[src/rtl/axis_pkt_arb2.sv]
// Two-input, packet-granular round-robin AXI-Stream arbiter in front of the S2MM DMA slave port.
// A grant lasts from the first beat to the TLAST handshake; new grants need the S2MM channel running.
module axis_pkt_arb2 #(
  parameter int CNT_W = 16
) (
  input  logic             aclk,
  input  logic             areset,
  input  logic             s2mm_prmry_resetn,
  input  logic [31:0]      s0_tdata,
  input  logic [3:0]       s0_tkeep,
  input  logic             s0_tvalid,
  input  logic             s0_tlast,
  output logic             s0_tready,
  input  logic [31:0]      s1_tdata,
  input  logic [3:0]       s1_tkeep,
  input  logic             s1_tvalid,
  input  logic             s1_tlast,
  output logic             s1_tready,
  output logic [31:0]      m_tdata,
  output logic [3:0]       m_tkeep,
  output logic             m_tvalid,
  output logic             m_tlast,
  output logic             m_tdest,
  input  logic             m_tready,
  output logic             busy,
  output logic [CNT_W-1:0] pkt_cnt0,
  output logic [CNT_W-1:0] pkt_cnt1
);

  typedef enum logic [1:0] {IDLE = 2'd0, GNT0 = 2'd1, GNT1 = 2'd2} state_t;

  state_t           state_q;
  logic             last_gnt_q;
  logic             busy_q;
  logic [CNT_W-1:0] cnt0_q;
  logic [CNT_W-1:0] cnt1_q;

  logic req0, req1, eop0, eop1;

  assign req0 = s0_tvalid & s2mm_prmry_resetn;
  assign req1 = s1_tvalid & s2mm_prmry_resetn;
  assign eop0 = s0_tvalid & s0_tlast & m_tready;
  assign eop1 = s1_tvalid & s1_tlast & m_tready;

  always_ff @(posedge aclk) begin
    if (areset) begin
      state_q    <= IDLE;
      last_gnt_q <= 1'b1;
      busy_q     <= 1'b0;
      cnt0_q     <= '0;
      cnt1_q     <= '0;
    end else begin
      case (state_q)
        IDLE: begin
          // On a tie, source 0 wins only if source 1 held the previous grant.
          if (req0 && (!req1 || last_gnt_q)) begin
            state_q    <= GNT0;
            last_gnt_q <= 1'b0;
            busy_q     <= 1'b1;
          end else if (req1) begin
            state_q    <= GNT1;
            last_gnt_q <= 1'b1;
            busy_q     <= 1'b1;
          end
        end
        GNT0: begin
          if (eop0) begin
            state_q <= IDLE;
            busy_q  <= 1'b0;
            cnt0_q  <= cnt0_q + CNT_W'(1);
          end
        end
        GNT1: begin
          if (eop1) begin
            state_q <= IDLE;
            busy_q  <= 1'b0;
            cnt1_q  <= cnt1_q + CNT_W'(1);
          end
        end
        default: begin
          state_q <= IDLE;
          busy_q  <= 1'b0;
        end
      endcase
    end
  end

  // The datapath is a pure mux so the first beat appears in the cycle right after the grant edge.
  always_comb begin
    m_tdata   = '0;
    m_tkeep   = '0;
    m_tvalid  = 1'b0;
    m_tlast   = 1'b0;
    m_tdest   = last_gnt_q;
    s0_tready = 1'b0;
    s1_tready = 1'b0;
    case (state_q)
      GNT0: begin
        m_tdata   = s0_tdata;
        m_tkeep   = s0_tkeep;
        m_tvalid  = s0_tvalid;
        m_tlast   = s0_tlast;
        m_tdest   = 1'b0;
        s0_tready = m_tready;
      end
      GNT1: begin
        m_tdata   = s1_tdata;
        m_tkeep   = s1_tkeep;
        m_tvalid  = s1_tvalid;
        m_tlast   = s1_tlast;
        m_tdest   = 1'b1;
        s1_tready = m_tready;
      end
      default: ;
    endcase
  end

  assign busy     = busy_q;
  assign pkt_cnt0 = cnt0_q;
  assign pkt_cnt1 = cnt1_q;

endmodule

[config.mk]
export PLATFORM = sky130hd
export DESIGN_NAME = axis_pkt_arb2
export DESIGN_NICKNAME = d
export VERILOG_FILES = /design/src/rtl/axis_pkt_arb2.sv
export SDC_FILE = /design/constraint.sdc
export NUM_CORES = 1
export LEC_CHECK = 0
export CORE_UTILIZATION = 36
export CTS_BUF_LIST = sky130_fd_sc_hd__clkbuf_8 sky130_fd_sc_hd__clkbuf_16
export DETAILED_ROUTE_END_ITERATION = 8
export GPL_TIMING_DRIVEN = 0
export MAX_ROUTING_LAYER = met4
export PLACE_DENSITY = 0.86
export SLEW_MARGIN = 20
export SYNTH_ARGS = -nofsm -noshare
export SYNTH_HDL_FRONTEND = slang
export SYNTH_SLANG_ARGS = --single-unit
[constraint.sdc]
create_clock -name aclk -period 2.65 [get_ports aclk]
set_input_delay 0.53 -clock aclk [delete_from_list [all_inputs] [get_ports aclk]]
set_output_delay 0.53 -clock aclk [all_outputs]
set_load 0.02 [all_outputs]
== Word-level counts from Yosys, hierarchy flattened ==
Index checks and enable logic that the tools add are counted.

* Flip-flop bits (word level): 36
* Word-level logic and storage cells: 45
* Input port bits: 80

* Equal/unequal tests: 5
* Bitwise gates (word level): 6
* Add/sub/neg operators: 2
* Muxes and demuxes: 18
* Reductions and logical operators: 9

{| class="wikitable"
|+ Operators by type and width
! cell !! number
|-
| $pmux 32 s2 || 1
|-
| $add 16x1->16 const B || 2
|-
| $mux 2 || 4
|-
| $pmux 4 s2 || 1
|-
| $mux 1 || 7
|-
| $and 1x1->1 || 6
|-
| $pmux 1 s2 || 3
|-
| $pmux 2 s3 || 1
|-
| $reduce_and 2->1 || 3
|-
| $ne 2x2->1 const B || 2
|-
| $ne 3x3->1 const B || 1
|-
| $pmux 1 s3 || 1
|-
| $reduce_and 3->1 || 1
|-
| $eq 2x1->1 const B || 1
|-
| $eq 2x2->1 const B || 1
|-
| $logic_not 2->1 || 1
|-
| $reduce_bool 2->1 || 1
|-
| $logic_and 1x1->1 || 1
|-
| $logic_not 1->1 || 1
|-
| $logic_or 1x1->1 || 1
|}

== Longest topological paths before layout ==
Gate-level depths: netlist (run 1).

* Depth after elaboration: 6
* Gate-level depth with buffers: 7
* Gate-level depth less buffers: 6

== Worst setup path after synthesis (run 1) ==
OpenSTA, ideal clock, no wires.

* Path type: reg-to-output
* From: register state_q[1]
* To: output m_tdata[0]
* Path slack: 437 ps
* Arrival time: 1683 ps
* Cell stages (with the launch flop): 7
* Cell sequence: dfxtp_1 > inv_1 > ha_1 > and2_1 > clkbuf_1 > buf_1 > a22o_1

* Cells in the longest elaborated chain, start to end: 2

{| class="wikitable"
|+ RTL lines
! item !! RTL line !! source
|-
| start: declaration || 32 || <nowiki>state_t state_q;</nowiki>
|-
| start signal: assignment || 47 || <nowiki>state_q <= IDLE;</nowiki>
|-
| start signal: assignment || 57 || <nowiki>state_q <= GNT0;</nowiki>
|-
| start signal: assignment || 61 || <nowiki>state_q <= GNT1;</nowiki>
|-
| $eq 2x2->1 or $eq 2x1->1 (tied branches) || 97 || <nowiki>case (state_q)</nowiki>
|-
| $pmux 32 s2 (*) || 97 ||
|-
| end: declaration || 19 || <nowiki>output logic [31:0] m_tdata,</nowiki>
|}

Mark *: on every way between the ends. The rest lies on a longest branch, timed or not.

== Final worst setup path (run 1) ==
* From: input m_tready
* To: output s1_tready

* Cells in the longest elaborated chain, start to end: 1

{| class="wikitable"
|+ RTL lines
! item !! RTL line !! source
|-
| start: declaration || 24 || <nowiki>input logic m_tready,</nowiki>
|-
| $mux 1 || 97 ||
|-
| end: declaration || 18 || <nowiki>output logic s1_tready,</nowiki>
|}

No other way between the ends.

==> impl_metrics.py, run 1 <==
metrics = {
    "power_and_ir_drop": {
        "switching_share_pct": 21.77,
        "internal-power_mw": 1.173,
        "pwr-share-comb_pct": 18.2,
        "p_sw_mw": 0.3265,
        "p_leak_nw": 1.550,
        "ir_drop_uv": 372.8,
        "pwr-share-seq_pct": 36.8,
        "clkPwrFrac_pct": 45.0,
        "powerDensity_mw_per_mm2": 383.7,
    },
    "floorplan": {
        "start_util_pct": 37.58,
        "die_x_um": 80.85,
        "core-area_mm2": 0.005956,
        "die_h_um": 80.85,
        "core.rowCount": 28,
        "io_pins": 154,
        "dieArea_mm2": 0.006537,
    },
    "timing": {
        "slew_headroom_pct": 67.05,
        "setup_violations": 0,
        "tightest_slew_ns": 0.4943,
        "slew_viol_final": 0,
        "period_share_pct": 97.52,
        "rsz0062_at_grt": "no",
        "setup_slack_ns": 0.06560,
        "max_freq_mhz": 386.9,
        "clock_skew_ns": 0.006014,
        "hold-worst-slack_ns": 0.5090,
        "hold_violations": 0,
        "min_period_ns": 2.584,
    },
    "logic_synthesis": {
        "synthCells": 266,
        "synth_area_mm2": 0.002238,
        "synth.distinct_cells": 43,
        "async_flop_share_pct": 0,
        "ys_ff_latch": 36,
        "synth_edf_count": 0,
        "avgSynthCellArea_um2": 8.415,
        "ys_warn_count": 0,
        "synthFlopType": "dfxtp_1",
        "syn-num-nets": 351,
        "yosysSeqAreaShare_pct": 32.20,
    },
    "final_layout": {
        "layout_common_cells": "clkdlybuf4s50_1, a22o_1, dfxtp_1, nor2_1, clkbuf_2",
        "design_area_mm2": 0.003909,
        "final_common_cell": "clkdlybuf4s50_1",
        "nets": 510,
        "drive_above_1_share_pct": 12.91,
        "area_growth_syn_to_layout_pct": 74.62,
        "insertedDiodeCount": 0,
    },
    "clocking": {
        "postCtsSetupBuffers": 0,
        "cts_hold_buffers": 0,
        "ctsLongestPathBuffers": 2,
        "numCtsBuffers": 5,
        "tritoncts": "built",
        "htreeDepth": 2,
        "cts.sinks": 36,
        "clock-root-buffer": "clkbuf_8",
        "clock_latency_ns": 0.28,
        "clk_pin_slew_ns": 0.08,
    },
    "min_path": {
        "whs_path_depth": 2,
        "holdPathEnd": "pkt_cnt0[10]",
        "holdCritStartpoint": "pkt_cnt0[10]",
        "worstHoldPathType": "flop to flop",
    },
    "placed_design": {
        "globalplace.congestion": 0.8134,
        "dp_slack_ns": -0.4463,
        "place_hpwl_mm": 6.611,
        "portBuffers": 152,
        "dpl_cell_area_mm2": 0.003854,
    },
    "global_route": {
        "globalRoute.totalOverflow": 0,
        "antenna_found_initial": 0,
        "grt_max_degree": 13,
        "grt_pass1_vias": 2669,
        "grt_usage_pct": 25.80,
        "grt_pass1_wl_mm": 12.38,
    },
    "route": {
        "via_per_inst": 5.421,
        "first_iter_violations": 113,
        "drt_wl_total_mm": 8.273,
        "routed_wire_length_per_instance_um": 16.51,
        "drc": 0,
        "ant_nets": 0,
        "dr_total_vias": 2716,
        "first_pass_iters": 4,
    },
    "run": {
        "cap_violations": 0,
    },
    "worst_setup_path": {
        "crit_fanout": 8,
        "timing.rr.end": "pkt_cnt1[15]",
        "r2r_slack_ns": 0.87,
        "crit_type": "input port to primary output",
        "required_ns": 2.12,
        "endpoint_kind": "primary output",
        "crit_arrival_ns": 2.05,
        "start_kind": "input port",
        "rr_startpoint": "state_q[0]",
        "reg2reg_depth": 6,
    },
    "status": {
        "status": "finished, final reports clean",
    },
}
[Yosys cell counts (2+ instances only)]
library cell	n	area, µm²
a21oi_1	13	65.06
a22o_1	38	332.8
a31o_2	3	26.28
and2_1	5	31.28
and2_2	2	15.01
and3_1	2	12.51
and4_1	4	35.03
buf_1	2	7.510
buf_2	3	15.01
clkbuf_1	9	33.78
dfxtp_1	36	720.7
ha_1	5	62.56
inv_1	9	33.78
mux2_2	4	45.04
nand2_1	15	56.30
nand2b_1	5	31.28
nand3_1	11	55.05
nand4_1	11	68.82
nor2_1	29	108.9
nor2b_1	4	25.02
nor3_1	5	25.02
nor4_1	9	56.30
o21ai_0	4	20.02
or3_1	2	12.51
xnor2_1	15	131.4
xor2_1	4	35.03
[sequential cells by signal, indices dropped and copies added (netlist names)]
| register | flops |
|---|---|
| pkt_cnt1 | 16 |
| state_q | 2 |
| last_gnt_q | 1 |
| busy | 1 |
| pkt_cnt0 | 16 |
[metrics by stage]
stage | util (%) | cells | power, mW | setup TNS, ns
after global placement | 64.71 | 493 | 0.8453 | -5.368
after global routing | 65.63 | 501 | 1.560 | 0
after floorplan | - | 266 | 0.6607 | 0
final | 65.63 | 501 | 1.500 | 0
after detailed placement | 64.71 | 493 | 0.8492 | -5.898
after CTS | 67.23 | 501 | 1.515 | 0
[critical path, stage by stage]
cell and delay, ns:
clkdlybuf4s50_1 0.67, and2_2 0.21, clkdlybuf4s50_1 0.64
[power by group through the flow]
| stage | combinational, mW | clock, mW | sequential, mW |
|---|---|---|---|
| 2_1_floorplan | 0.0951 | 0 | 0.566 |
| 3_3_place_gp | 0.282 | 0 | 0.563 |
| 3_5_place_dp | 0.286 | 0 | 0.563 |
| 4_1_cts | 0.278 | 0.686 | 0.551 |
| 5_1_grt | 0.291 | 0.717 | 0.552 |
| 6_report | 0.274 | 0.675 | 0.551 |
[cell families (layout without fill, tap and decap cells)]
kind of cell             after synthesis  in the layout  share of synthesized area [%]
AND/OR/NAND/NOR                      113            113                          28.90
AO/OA/AOI/OAI                         65             65                          22.14
flip-flops                            36             36                          32.20
buffers and inverters                 24            184                          4.527
XOR/XNOR                              19             19                          7.434
adder cells (fa/ha/maj)                5              5                          2.795
multiplexers                           4              4                          2.012
[repair_timing]
item                       CTS  global route
setup endpoints to repair   39            21
hold endpoints to repair     0             0
gates resized for setup     65            33
pin swaps                    0             0
[worst max path at each step]
stage | startpoint | end | slack [ns] | cells after the start
final | m_tready | s1_tready | 0.07 | 3
after global routing | state_q[1] | m_tkeep[1] | 0.02 | 7
after CTS | state_q[0] | m_tdata[7] | 0.001 | 7
after detailed placement | state_q[1] | m_tkeep[1] | -0.45 | 7
after global placement | state_q[1] | m_tkeep[1] | -0.38 | 7
after floorplan | state_q[1] | m_tdata[0] | 0.44 | 6
[layer usage]
metal / vias to the layer above / wire length (µm) / GRT usage [%]
li1: 1305 / - / -
met1: 1255 / 3079 / 27.03
met2: 130 / 4196 / 43.45
met3: 26 / 662 / 7.416
met4: 0 / 335 / 14.29
met5: - / 0 / -
[final cells by class]
type	instances	area (µm²)
plain buffers	15	90.09
clock buffers	5	68.82
clock inverters	3	90.09
fillers	518	2047
inverters	9	33.78
multi-input cells	206	1416
flip-flops and latches	36	721.9
well taps	75	93.84
repair buffers	152	1394
Note: power is estimated with default switching activity, not from simulation.
==> run 2: changes to the inputs <==
PLACE_DENSITY = 0.81   (was 0.86)
==> impl_metrics.py, run 2 (synthesis gave the netlist of run 1 again) <==
metrics = {
    "worst_setup_path": {
        "cp_common_cell": "clkdlybuf4s50_1",
        "r2r_slack_ns": 0.82,
        "cp_slowest_cell": "clkdlybuf4s50_1",
        "cp_slowest_stage_delay_ns": 0.69,
        "path_buf_inv": 2,
        "crit_type": "input port to primary output",
        "path_delay_family": "buffers and inverters",
        "crit_fanout": 8,
        "required_ns": 2.12,
        "crit_arrival_ns": 2.03,
        "worstPathCellList": "clkdlybuf4s50_1, and2_2, clkdlybuf4s50_1",
        "start_kind": "input port",
        "endpoint_kind": "primary output",
    },
    "clocking": {
        "clock-root-buffer": "clkbuf_8",
        "htreeDepth": 2,
        "postCtsSetupBuffers": 0,
        "cts.sinks": 36,
        "numCtsBuffers": 5,
        "clk_pin_slew_ns": 0.08,
        "ctsLongestPathBuffers": 2,
        "clock_latency_ns": 0.29,
        "cts_hold_buffers": 0,
        "tritoncts": "built",
        "cts_resized": 73,
    },
    "timing": {
        "min_period_ns": 2.557,
        "tightest_slew_ns": 0.4980,
        "hold-worst-slack_ns": 0.5144,
        "tns_ns": 0,
        "period_share_pct": 96.50,
        "rsz0062_at_grt": "no",
        "setup_violations": 0,
        "clock_skew_ns": 0.008615,
        "slew_viol_final": 0,
        "max_freq_mhz": 391.0,
        "slew_headroom_pct": 66.80,
        "hold_violations": 0,
    },
    "route": {
        "ant_nets": 0,
        "first_iter_violations": 125,
        "drc": 0,
        "dr_total_vias": 2699,
        "via_per_inst": 5.387,
        "routed_wire_length_per_instance_um": 16.85,
        "first_pass_iters": 4,
        "drt_wl_total_mm": 8.443,
    },
    "final_layout": {
        "insertedDiodeCount": 0,
        "nets": 510,
        "drive_above_1_share_pct": 13.15,
        "area_growth_syn_to_layout_pct": 72.61,
        "layout_common_cells": "clkdlybuf4s50_1, a22o_1, dfxtp_1, nor2_1, clkbuf_2",
        "stdcell_count": 501,
        "final_common_cell": "clkdlybuf4s50_1",
        "fillCellCount": 549,
    },
    "global_route": {
        "use_met3_pct": 6.966,
        "grt_max_degree": 13,
        "grt_pass1_wl_mm": 12.82,
        "grt_pass1_vias": 2564,
        "globalRoute.totalOverflow": 0,
        "grt_usage_pct": 26.86,
        "grtUsageMet1_pct": 30.79,
        "top_usage_layer": "met2",
        "antenna_found_initial": 0,
        "grtUsageMet2_pct": 45.88,
    },
    "floorplan": {
        "die_h_um": 80.85,
        "io_pins": 154,
        "core.rowCount": 28,
        "dieArea_mm2": 0.006537,
        "start_util_pct": 37.58,
        "core-area_mm2": 0.005956,
        "die_x_um": 80.85,
    },
    "power_and_ir_drop": {
        "power.total_mw": 1.309,
        "ir_drop_uv": 251.8,
        "powerDensity_mw_per_mm2": 338.9,
        "p_leak_nw": 1.525,
    },
    "placed_design": {
        "place_inst": 493,
        "place_hpwl_mm": 6.761,
        "globalplace.congestion": 0.8599,
        "portBuffers": 152,
    },
    "status": {
        "status": "finished, final reports clean",
    },
    "min_path": {
        "worstHoldPathType": "flop to flop",
    },
    "run": {
        "cap_violations": 0,
    },
}
[run 2: final cells by class]
cell class                 instances  area, µm²  share of cell area (%)
timing repair buffer             152       1394                   36.08
clock inverter                     3      42.54                   1.101
buffer                            15      90.09                   2.332
multi-input combinational        206       1419                   36.72
tap                               75      93.84                   2.429
inverter                           9      33.78                  0.8744
clock buffer                       5      68.82                   1.781
sequential                        36      721.9                   18.69
[run 2: worst paths after layout]
| check | startpoint | endpoint | cells past startpoint |
|---|---|---|---|
| setup / recovery | m_tready | s1_tready | 3 |
| hold / removal | pkt_cnt0[10] | pkt_cnt0[10] | 2 |
| setup reg to reg | state_q[0] | pkt_cnt1[15] | 6 |
| hold reg to reg | pkt_cnt0[10] | pkt_cnt0[10] | 2 |
[run 2: worst register-to-register path, stage by stage (launching register included)]
cell and delay (ns):
dfxtp_1 0.33, inv_1 0.10, ha_1 0.27, nand4_2 0.17, nor3_1 0.20, nor3b_1 0.28, mux2_2 0.37
[run 2: stage by stage]
step	cell area, µm²	worst slack [ns]	utilization, %
after floorplan	2238	0.4373	-
after global placement	3854	-0.4019	64.71
after detailed placement	3854	-0.4472	64.71
after CTS	3968	0.0006981	66.62
after global routing	3864	0.03593	64.87
final	3864	0.09263	64.87
[run 2: where the power goes]
group          switching (mW)  internal (mW)  total, mW  leakage (nW)
combinational           0.120          0.156      0.276          1.18
clock                   0.203          0.278      0.482        0.0541
sequential            0.00480          0.547      0.552         0.291
[run 2: metal layers]
layer  vias up  share of wire, %
met3        10               6.9
met1      1278                39
met2       108                52
met5         -                 0
li1       1303                 -
met4         0               1.6
==> run 3: changes to the inputs <==
ABC_CLOCK_PERIOD_IN_PS = 2650   (was unset)
==> results of run 3 <==
No change in the layout: final DEF, timing and power equal those of run 2.
